### config.mk
export PLATFORM = sky130hd
export DESIGN_NAME = uart_mmio_periph
export DESIGN_NICKNAME = d
export VERILOG_FILES = /design/src/rtl/uart_mmio_periph.sv
export SDC_FILE = /design/constraint.sdc
export NUM_CORES = 1
export LEC_CHECK = 0
export BUFFER_PORTS_ARGS = -buffer_cell sky130_fd_sc_hd__buf_4
export CAP_MARGIN = 20
export CORE_AREA = 5 5 79 135
export CTS_BUF_LIST = sky130_fd_sc_hd__clkbuf_16
export DETAILED_ROUTE_END_ITERATION = 12
export DIE_AREA = 0 0 84 140
export PLACE_DENSITY = 0.66
export SETUP_SLACK_MARGIN = 0.4
export SLEW_MARGIN = 20
export SYNTH_ARGS = -nofsm -noshare
export SYNTH_HDL_FRONTEND = slang
export SYNTH_SLANG_ARGS = --single-unit
### constraint.sdc
create_clock -name clk -period 2.5 [get_ports clk]
set_input_delay 0.25 -clock clk [delete_from_list [all_inputs] [get_ports clk]]
set_output_delay 0.25 -clock clk [all_outputs]
set_load 0.03 [all_outputs]
### src/rtl/uart_mmio_periph.sv
// Memory-mapped 8N1 UART: TXD/RXD/CON words on the MEM-stage data bus,
// with a registered transmitter, mid-bit receiver and level irq.
module uart_mmio_periph #(
  parameter int unsigned CLKS_PER_BIT = 5208,
  parameter logic [31:0] BASE_ADDR    = 32'h4000_0018
) (
  input  logic        clk,
  input  logic        reset,
  input  logic [31:0] Address,
  input  logic [31:0] Write_data,
  input  logic        MemRead,
  input  logic        MemWrite,
  output logic [31:0] Mem_data,
  output logic        hit,
  input  logic        uart_rx,
  output logic        uart_tx,
  output logic        irq
);

  localparam int unsigned CW = $clog2(CLKS_PER_BIT + 1);
  localparam logic [CW-1:0] BIT_END  = CW'(CLKS_PER_BIT - 1);
  localparam logic [CW-1:0] STOP_END = CW'(CLKS_PER_BIT);
  localparam logic [CW-1:0] HALF_END = CW'(CLKS_PER_BIT / 2 - 1);

  typedef enum logic [1:0] {
    S_IDLE, S_START, S_DATA, S_STOP
  } state_e;

  state_e          tx_state_q, tx_state_d;
  state_e          rx_state_q, rx_state_d;
  logic [CW-1:0]   tx_cnt_q, tx_cnt_d;
  logic [CW-1:0]   rx_cnt_q, rx_cnt_d;
  logic [2:0]      tx_bit_q, tx_bit_d;
  logic [2:0]      rx_bit_q, rx_bit_d;
  logic [7:0]      txd_q, txd_d;
  logic [7:0]      rxd_q, rxd_d;
  logic [7:0]      rx_shift_q, rx_shift_d;
  logic [1:0]      ie_q, ie_d;
  logic            tx_done_q, tx_done_d;
  logic            rx_valid_q, rx_valid_d;
  logic            uart_tx_q, uart_tx_d;
  logic            rx_s1_q, rx_s2_q, rx_prev_q;
  logic            sel_txd, sel_rxd, sel_con;
  logic            con_rd, con_wr, txd_wr;
  logic            tx_busy, tx_set, rx_set;
  logic            unused_wdata;

  assign unused_wdata = ^Write_data[31:8];

  assign sel_txd = (Address == BASE_ADDR);
  assign sel_rxd = (Address == BASE_ADDR + 32'd4);
  assign sel_con = (Address == BASE_ADDR + 32'd8);
  assign hit     = sel_txd | sel_rxd | sel_con;

  assign tx_busy = (tx_state_q != S_IDLE);
  assign con_rd  = MemRead & sel_con;
  assign con_wr  = MemWrite & sel_con;
  assign txd_wr  = MemWrite & sel_txd & ~tx_busy;

  always_comb begin
    Mem_data = '0;
    unique case (1'b1)
      sel_txd: Mem_data = {24'd0, txd_q};
      sel_rxd: Mem_data = {24'd0, rxd_q};
      sel_con: Mem_data = {27'd0, tx_busy, tx_done_q,
                           rx_valid_q, ie_q};
      default: Mem_data = '0;
    endcase
  end

  // STOP holds one extra cycle so busy drops as the line's stop bit ends
  always_comb begin
    tx_state_d = tx_state_q;
    tx_cnt_d   = tx_cnt_q + 1'b1;
    tx_bit_d   = tx_bit_q;
    txd_d      = txd_q;
    tx_set     = 1'b0;
    uart_tx_d  = 1'b1;
    case (tx_state_q)
      S_IDLE: begin
        tx_cnt_d = '0;
        tx_bit_d = '0;
        if (txd_wr) begin
          txd_d      = Write_data[7:0];
          tx_state_d = S_START;
        end
      end
      S_START: begin
        uart_tx_d = 1'b0;
        if (tx_cnt_q == BIT_END) begin
          tx_cnt_d   = '0;
          tx_state_d = S_DATA;
        end
      end
      S_DATA: begin
        uart_tx_d = txd_q[tx_bit_q];
        if (tx_cnt_q == BIT_END) begin
          tx_cnt_d = '0;
          tx_bit_d = tx_bit_q + 3'd1;
          if (tx_bit_q == 3'd7) tx_state_d = S_STOP;
        end
      end
      S_STOP: begin
        if (tx_cnt_q == STOP_END) begin
          tx_cnt_d   = '0;
          tx_set     = 1'b1;
          tx_state_d = S_IDLE;
        end
      end
      default: tx_state_d = S_IDLE;
    endcase
  end

  always_comb begin
    rx_state_d = rx_state_q;
    rx_cnt_d   = rx_cnt_q + 1'b1;
    rx_bit_d   = rx_bit_q;
    rx_shift_d = rx_shift_q;
    rxd_d      = rxd_q;
    rx_set     = 1'b0;
    case (rx_state_q)
      S_IDLE: begin
        rx_cnt_d = '0;
        rx_bit_d = '0;
        if (rx_prev_q & ~rx_s2_q) rx_state_d = S_START;
      end
      S_START: begin
        if (rx_cnt_q == HALF_END) begin
          rx_cnt_d   = '0;
          rx_state_d = rx_s2_q ? S_IDLE : S_DATA;
        end
      end
      S_DATA: begin
        if (rx_cnt_q == BIT_END) begin
          rx_cnt_d   = '0;
          rx_shift_d = {rx_s2_q, rx_shift_q[7:1]};
          rx_bit_d   = rx_bit_q + 3'd1;
          if (rx_bit_q == 3'd7) rx_state_d = S_STOP;
        end
      end
      S_STOP: begin
        if (rx_cnt_q == BIT_END) begin
          rx_cnt_d   = '0;
          rx_state_d = S_IDLE;
          if (rx_s2_q) begin
            rxd_d  = rx_shift_q;
            rx_set = 1'b1;
          end
        end
      end
      default: rx_state_d = S_IDLE;
    endcase
  end

  // a flag set on the same edge as a read-clear survives
  assign tx_done_d  = tx_set | (tx_done_q & ~con_rd);
  assign rx_valid_d = rx_set | (rx_valid_q & ~con_rd);
  assign ie_d       = con_wr ? Write_data[1:0] : ie_q;

  always_ff @(posedge clk or negedge reset) begin
    if (!reset) begin
      tx_state_q <= S_IDLE;
      rx_state_q <= S_IDLE;
      tx_cnt_q   <= '0;
      rx_cnt_q   <= '0;
      tx_bit_q   <= '0;
      rx_bit_q   <= '0;
      txd_q      <= '0;
      rxd_q      <= '0;
      rx_shift_q <= '0;
      ie_q       <= '0;
      tx_done_q  <= 1'b0;
      rx_valid_q <= 1'b0;
      uart_tx_q  <= 1'b1;
      rx_s1_q    <= 1'b1;
      rx_s2_q    <= 1'b1;
      rx_prev_q  <= 1'b1;
    end else begin
      tx_state_q <= tx_state_d;
      rx_state_q <= rx_state_d;
      tx_cnt_q   <= tx_cnt_d;
      rx_cnt_q   <= rx_cnt_d;
      tx_bit_q   <= tx_bit_d;
      rx_bit_q   <= rx_bit_d;
      txd_q      <= txd_d;
      rxd_q      <= rxd_d;
      rx_shift_q <= rx_shift_d;
      ie_q       <= ie_d;
      tx_done_q  <= tx_done_d;
      rx_valid_q <= rx_valid_d;
      uart_tx_q  <= uart_tx_d;
      rx_s1_q    <= uart_rx;
      rx_s2_q    <= rx_s1_q;
      rx_prev_q  <= rx_s2_q;
    end
  end

  assign uart_tx = uart_tx_q;
  assign irq     = (ie_q[0] & tx_done_q) | (ie_q[1] & rx_valid_q);

endmodule

# After elaboration in Yosys (flattened, before gate mapping)
# Cells that the tools add are included.
# classes
n_addsub	4
magnitude_cmp	1
n_eq_ne	25
mux	32
n_bitwise	17
reduce_logical	14
# ops
operator	count
$eq A32 B31 Y1 const B	3
$pmux W13 S3	2
$mux W13	4
$eq A13 B13 Y1 const B	3
$add A13 B1 Y13 const B	2
$pmux W8 S3	1
$mux W2	11
$ne A2 B2 Y1 const B	10
$pmux W2 S4	2
$eq A13 B12 Y1 const B	1
$pmux W3 S2	2
$reduce_and A5 Y1	2
$and A1 B1 Y1	9
$eq A2 B2 Y1 const B	4
$reduce_and A2 Y1	4
$add A3 B1 Y3 const B	2
$eq A3 B3 Y1 const B	2
$mux W1	6
$mux W3	2
$reduce_bool A2 Y1	3
$or A1 B1 Y1	5
$eq A2 B1 Y1 const B	2
$logic_not A2 Y1	2
$lt A3 B4 Y1 const B	1
other kinds (5)	8
# word_totals
register_bits	68
wordCells	109

# Logic depth before layout (Yosys ltp)
# depth
depth_word	5
depth_mapped	8
mapped_depth_nobuf	7

# Worst setup path after synthesis
# No wires, ideal clock.
# synth_path
kind	input port to output port
from	in Address[13]
to	out Mem_data[0]
t_arrival_ps	1705
slack_ps	545
path_stages	5
n_path_buf	0
cell_sequence	nor4b_1 > nand4_1 > or2_1 > nor3_4 > a221o_1
# synth_between
elab_chain_len	2
# synth_lines
element	line_no	source
from (decl)	9	input logic [31:0] Address,
$eq A32 B31 Y1 (on tied branches)	52, 50, 51	
$pmux W8 S3 *	62	unique case (1'b1)
to (decl)	13	output logic [31:0] Mem_data,
# Every way passes the cells marked *; elsewhere a longest branch is shown, timed or not.

# Final worst setup path
# layout_path
from	in Address[17]
to	out Mem_data[4]
# Same word-level chain as after synthesis.

==> impl_metrics.json <==
{
  "num_vias": 2648,
  "p_comb_share_pct": 10.0,
  "grt_start_max_net_pins": 69,
  "power.internal_mw": 2.058,
  "final_layout_size_suffix_gt1_share_pct": 32.66,
  "design.core.area_um2": 9409,
  "total_switching_power_mw": 0.7089,
  "detailedPlacementHpwl_mm": 5.790,
  "clock_latency_ns": 0.33,
  "drt_pass1_iterations": 4,
  "ir_worst_vdd_mv": 0.5454,
  "clockRootBuffer": "sky130_fd_sc_hd__clkbuf_16",
  "rsz0062_at_grt": "yes",
  "outcome": "finished clean",
  "routed_wire_length_per_instance_um": 15.28,
  "crit_path_end_kind": "output port",
  "synth_cells": 325,
  "fin_skew_ns": 0.005296,
  "synth-seq-area-share_pct": 46.33,
  "detail_route.vias_per_cell": 5.092,
  "num_io_pins": 104,
  "htreeDepth": 3,
  "clock_sink_count": 68,
  "vertical_die_dimension_um": 140,
  "min_period_ns": 2.114,
  "post-route-drc-count": 0,
  "chipWidth_um": 84,
  "drt_first_iter_violations": 60,
  "crit_fanout": 5,
  "number_of_unique_standard_cell_types_used_by_synthesis": 54,
  "setup_violations": 0,
  "m1WireLength_mm": 3.023,
  "route.met3.wl_um": 260,
  "grt_pass1_vias": 2727,
  "synth.cell_area_um2": 3684,
  "num_rows": 47,
  "seq_power_share_pct": 44.5,
  "timing.max_slew.rel_slack_pct": 43.38,
  "timing.critical_path.arrival_ns": 1.86,
  "final_antenna_net_count": 0,
  "hold_buffers": 0,
  "dr_wl_met2_mm": 4.437,
  "first_pass_grt_wire_length_mm": 12.95,
  "final_nets": 474,
  "clkTransAtPathRegs_ns": 0.06,
  "tritoncts.num_buffers": 9,
  "critPathRequiredTime_ns": 2.25,
  "worst_setup_margin_ns": 0.3859,
  "critical_path.slowest_cell": "sky130_fd_sc_hd__or2_4",
  "detail_route.wirelength_mm": 7.943,
  "dr.max_layer_used": "met4",
  "final.period_utilization_pct": 84.56,
  "gpl.final_weighted_congestion": 0.8388,
  "max_freq_mhz": 473.0,
  "ys.flop_type": "sky130_fd_sc_hd__dfrtp_1",
  "layout.core_utilization_pct": 49.15,
  "timing.critical_path.cells": "buf_4, nor4_2, nand4_1, or2_4, nor3_4, buf_6, a221o_1, buf_6",
  "hold_violations": 0,
  "synth_edf_count": 0,
  "fin_hold_ws_ns": 0.01125,
  "critPathMaxStageDelay_ns": 0.34,
  "syn2layout_area_growth_pct": 25.54,
  "antennaDiodeCount": 0,
  "grt_usage_pct": 13.69,
  "worst_hold_path_type": "primary input to asynchronous set/reset pin",
  "swShare_pct": 25.62,
  "setup_total_negative_slack_ns": 0,
  "startpoint_type": "primary input",
  "powerDensity_nw_per_um2": 598.4,
  "port-buffer-count": 55,
  "clockBufferDepth": 2,
  "antenna_violations_before_repair": 0,
  "p_leak_nw": 2.119,
  "asyncSetResetFlopFracSynth_pct": 100.0,
  "cpMostUsedCell": "sky130_fd_sc_hd__buf_6",
  "postSynthRegisterBits": 68,
  "setup_slack_at_placement_ns": 0.1752,
  "yosys_warnings": 0,
  "maxCapViolations": 0,
  "power.share.clock_pct": 45.6,
  "avgSynthCellArea_um2": 11.33,
  "floorplan.die_area_um2": 11760,
  "worst_setup_path_class": "primary input to output port",
  "initial_utilization_pct": 39.15,
  "grt_overflow_total": 0,
  "slew_viol_final": 0,
  "timing_worst_slew_pin_value_ns": 0.8493,
  "cts_tree": "built"
}
## per-stage QoR
stage	cell area (um^2)	total power, mW	instances
floorplan	3770	1.425	348
global placement	4136	1.502	495
detailed placement	4136	1.512	495
CTS	4501	2.797	517
global route	4624	2.895	520
finish	4624	2.767	520
## final cells by class
cell class	count	area (um^2)
fillers	873	4785
inverters	10	37.54
repair buffers	66	536.8
clock buffers	9	225.2
clock inverters	7	73.82
flip-flops and latches	68	1708
well taps	122	152.6
multi-input cells	238	1891
## what timing repair did
item,CTS,global route
setup endpoints to repair,8,30
hold endpoints to repair,0,0
pin swaps,4,8
setup buffers,6,3
gates resized for setup,4,23
## kinds of logic (layout without fill, tap and decap cells)
family | count (synthesis) | count (layout) | synth area share, %
AND/OR/NAND/NOR | 113 | 113 | 18.75
flip-flops | 68 | 68 | 46.33
buffers and inverters | 42 | 92 | 6.827
multiplexers | 34 | 34 | 11.04
AO/OA/AOI/OAI | 32 | 32 | 7.405
XOR/XNOR | 23 | 23 | 5.469
adder cells (fa/ha/maj) | 12 | 12 | 4.076
other | 1 | 24 | 0.1018
## worst paths after layout
path	cells past startpoint	slack, ns	end	from
worst max-delay path	8	0.39	Mem_data[4]	Address[17]
worst min-delay path	1	0.01	rx_shift_q[1]$_DFFE_PN0P_	reset
worst max register to register	5	0.44	tx_state_q[1]$_DFFE_PN0P_	tx_cnt_q[8]$_DFF_PN0_
worst min register to register	0	0.36	rx_s2_q$_DFF_PN1_	rx_s1_q$_DFF_PN1_
max in group asynchronous	1	1.86	tx_cnt_q[5]$_DFF_PN0_	reset
min in group clk	1	0.02	rx_s1_q$_DFF_PN1_	uart_rx
## metal layers
layer	global-route usage, %	vias up
met2	24.46	51
met1	15.11	1327
met4	6.780	0
met5	0	-
li1	-	1253
met3	2.996	17
## registers in the layout, indices dropped and copies added, names as in the netlist, 3 cells and up, named ones only
| register | cells |
|---|---|
| rx_cnt_q | 13 |
| rx_shift_q | 8 |
| txd_q | 8 |
| rx_bit_q | 3 |
| rxd_q | 8 |
| tx_bit_q | 3 |
| tx_cnt_q | 13 |
## synthesized netlist by cell type, types with 2 or more instances
cell	number	share of area, %
sky130_fd_sc_hd__mux2i_1	2	0.54
sky130_fd_sc_hd__a21oi_1	3	0.41
sky130_fd_sc_hd__nor3_1	4	0.54
sky130_fd_sc_hd__inv_1	10	1.0
sky130_fd_sc_hd__a22o_1	10	2.4
sky130_fd_sc_hd__mux2_2	16	4.9
sky130_fd_sc_hd__o21ai_1	2	0.27
sky130_fd_sc_hd__nor2b_1	2	0.34
sky130_fd_sc_hd__nor4_1	8	1.4
sky130_fd_sc_hd__ha_1	12	4.1
sky130_fd_sc_hd__nand4bb_4	2	1.5
sky130_fd_sc_hd__nand2_1	12	1.2
sky130_fd_sc_hd__xor2_1	13	3.1
sky130_fd_sc_hd__xnor2_1	10	2.4
sky130_fd_sc_hd__mux2_1	13	4.0
sky130_fd_sc_hd__o41ai_1	2	0.48
sky130_fd_sc_hd__nand4_2	2	0.68
sky130_fd_sc_hd__dfrtp_1	64	43
sky130_fd_sc_hd__o21ai_0	3	0.41
sky130_fd_sc_hd__clkbuf_1	5	0.51
sky130_fd_sc_hd__buf_2	3	0.41
sky130_fd_sc_hd__and3_1	2	0.34
sky130_fd_sc_hd__buf_4	24	4.9
sky130_fd_sc_hd__nand3_1	10	1.4
sky130_fd_sc_hd__nand2b_1	5	0.85
sky130_fd_sc_hd__dfstp_2	4	2.9
sky130_fd_sc_hd__nor4b_1	2	0.48
sky130_fd_sc_hd__mux4_2	2	1.2
sky130_fd_sc_hd__nand4_1	7	1.2
sky130_fd_sc_hd__nor3b_1	2	0.41
sky130_fd_sc_hd__nor2_1	32	3.3
sky130_fd_sc_hd__and2_1	9	1.5
sky130_fd_sc_hd__a221o_1	5	1.4
sky130_fd_sc_hd__nand3b_1	3	0.61
## worst max-delay path: cells and delay by family
kind,cells,cell delay [ns]
AND/OR/NAND/NOR,4,1.04
AO/OA/AOI/OAI,1,0.17
buffers and inverters,3,0.40
## power groups by stage
| stage | clock network (mW) | logic (mW) | registers, mW |
|---|---|---|---|
| after floorplan | 0 | 0.198 | 1.23 |
| after global placement | 0 | 0.257 | 1.24 |
| after detailed placement | 0 | 0.266 | 1.25 |
| after CTS | 1.30 | 0.268 | 1.23 |
| after global routing | 1.35 | 0.309 | 1.24 |
| final | 1.26 | 0.275 | 1.23 |
## cells in the final DEF, fill, tap and decap left out, drive strengths merged, types with 3 or more instances in the layout
master	count
nor4	9
buf	66
xor2	13
clkbuf	9
nor2	33
a22o	10
dfrtp	64
nand2b	5
xnor2	10
ha	12
a221o	5
nand4	9
nor3	6
a21oi	4
mux2	30
conb	24
nand3	11
nand3b	3
inv	13
o21ai	5
dfstp	4
clkinv	3
nand2	12
and2	9
Power figures use the tool's default switching activity.
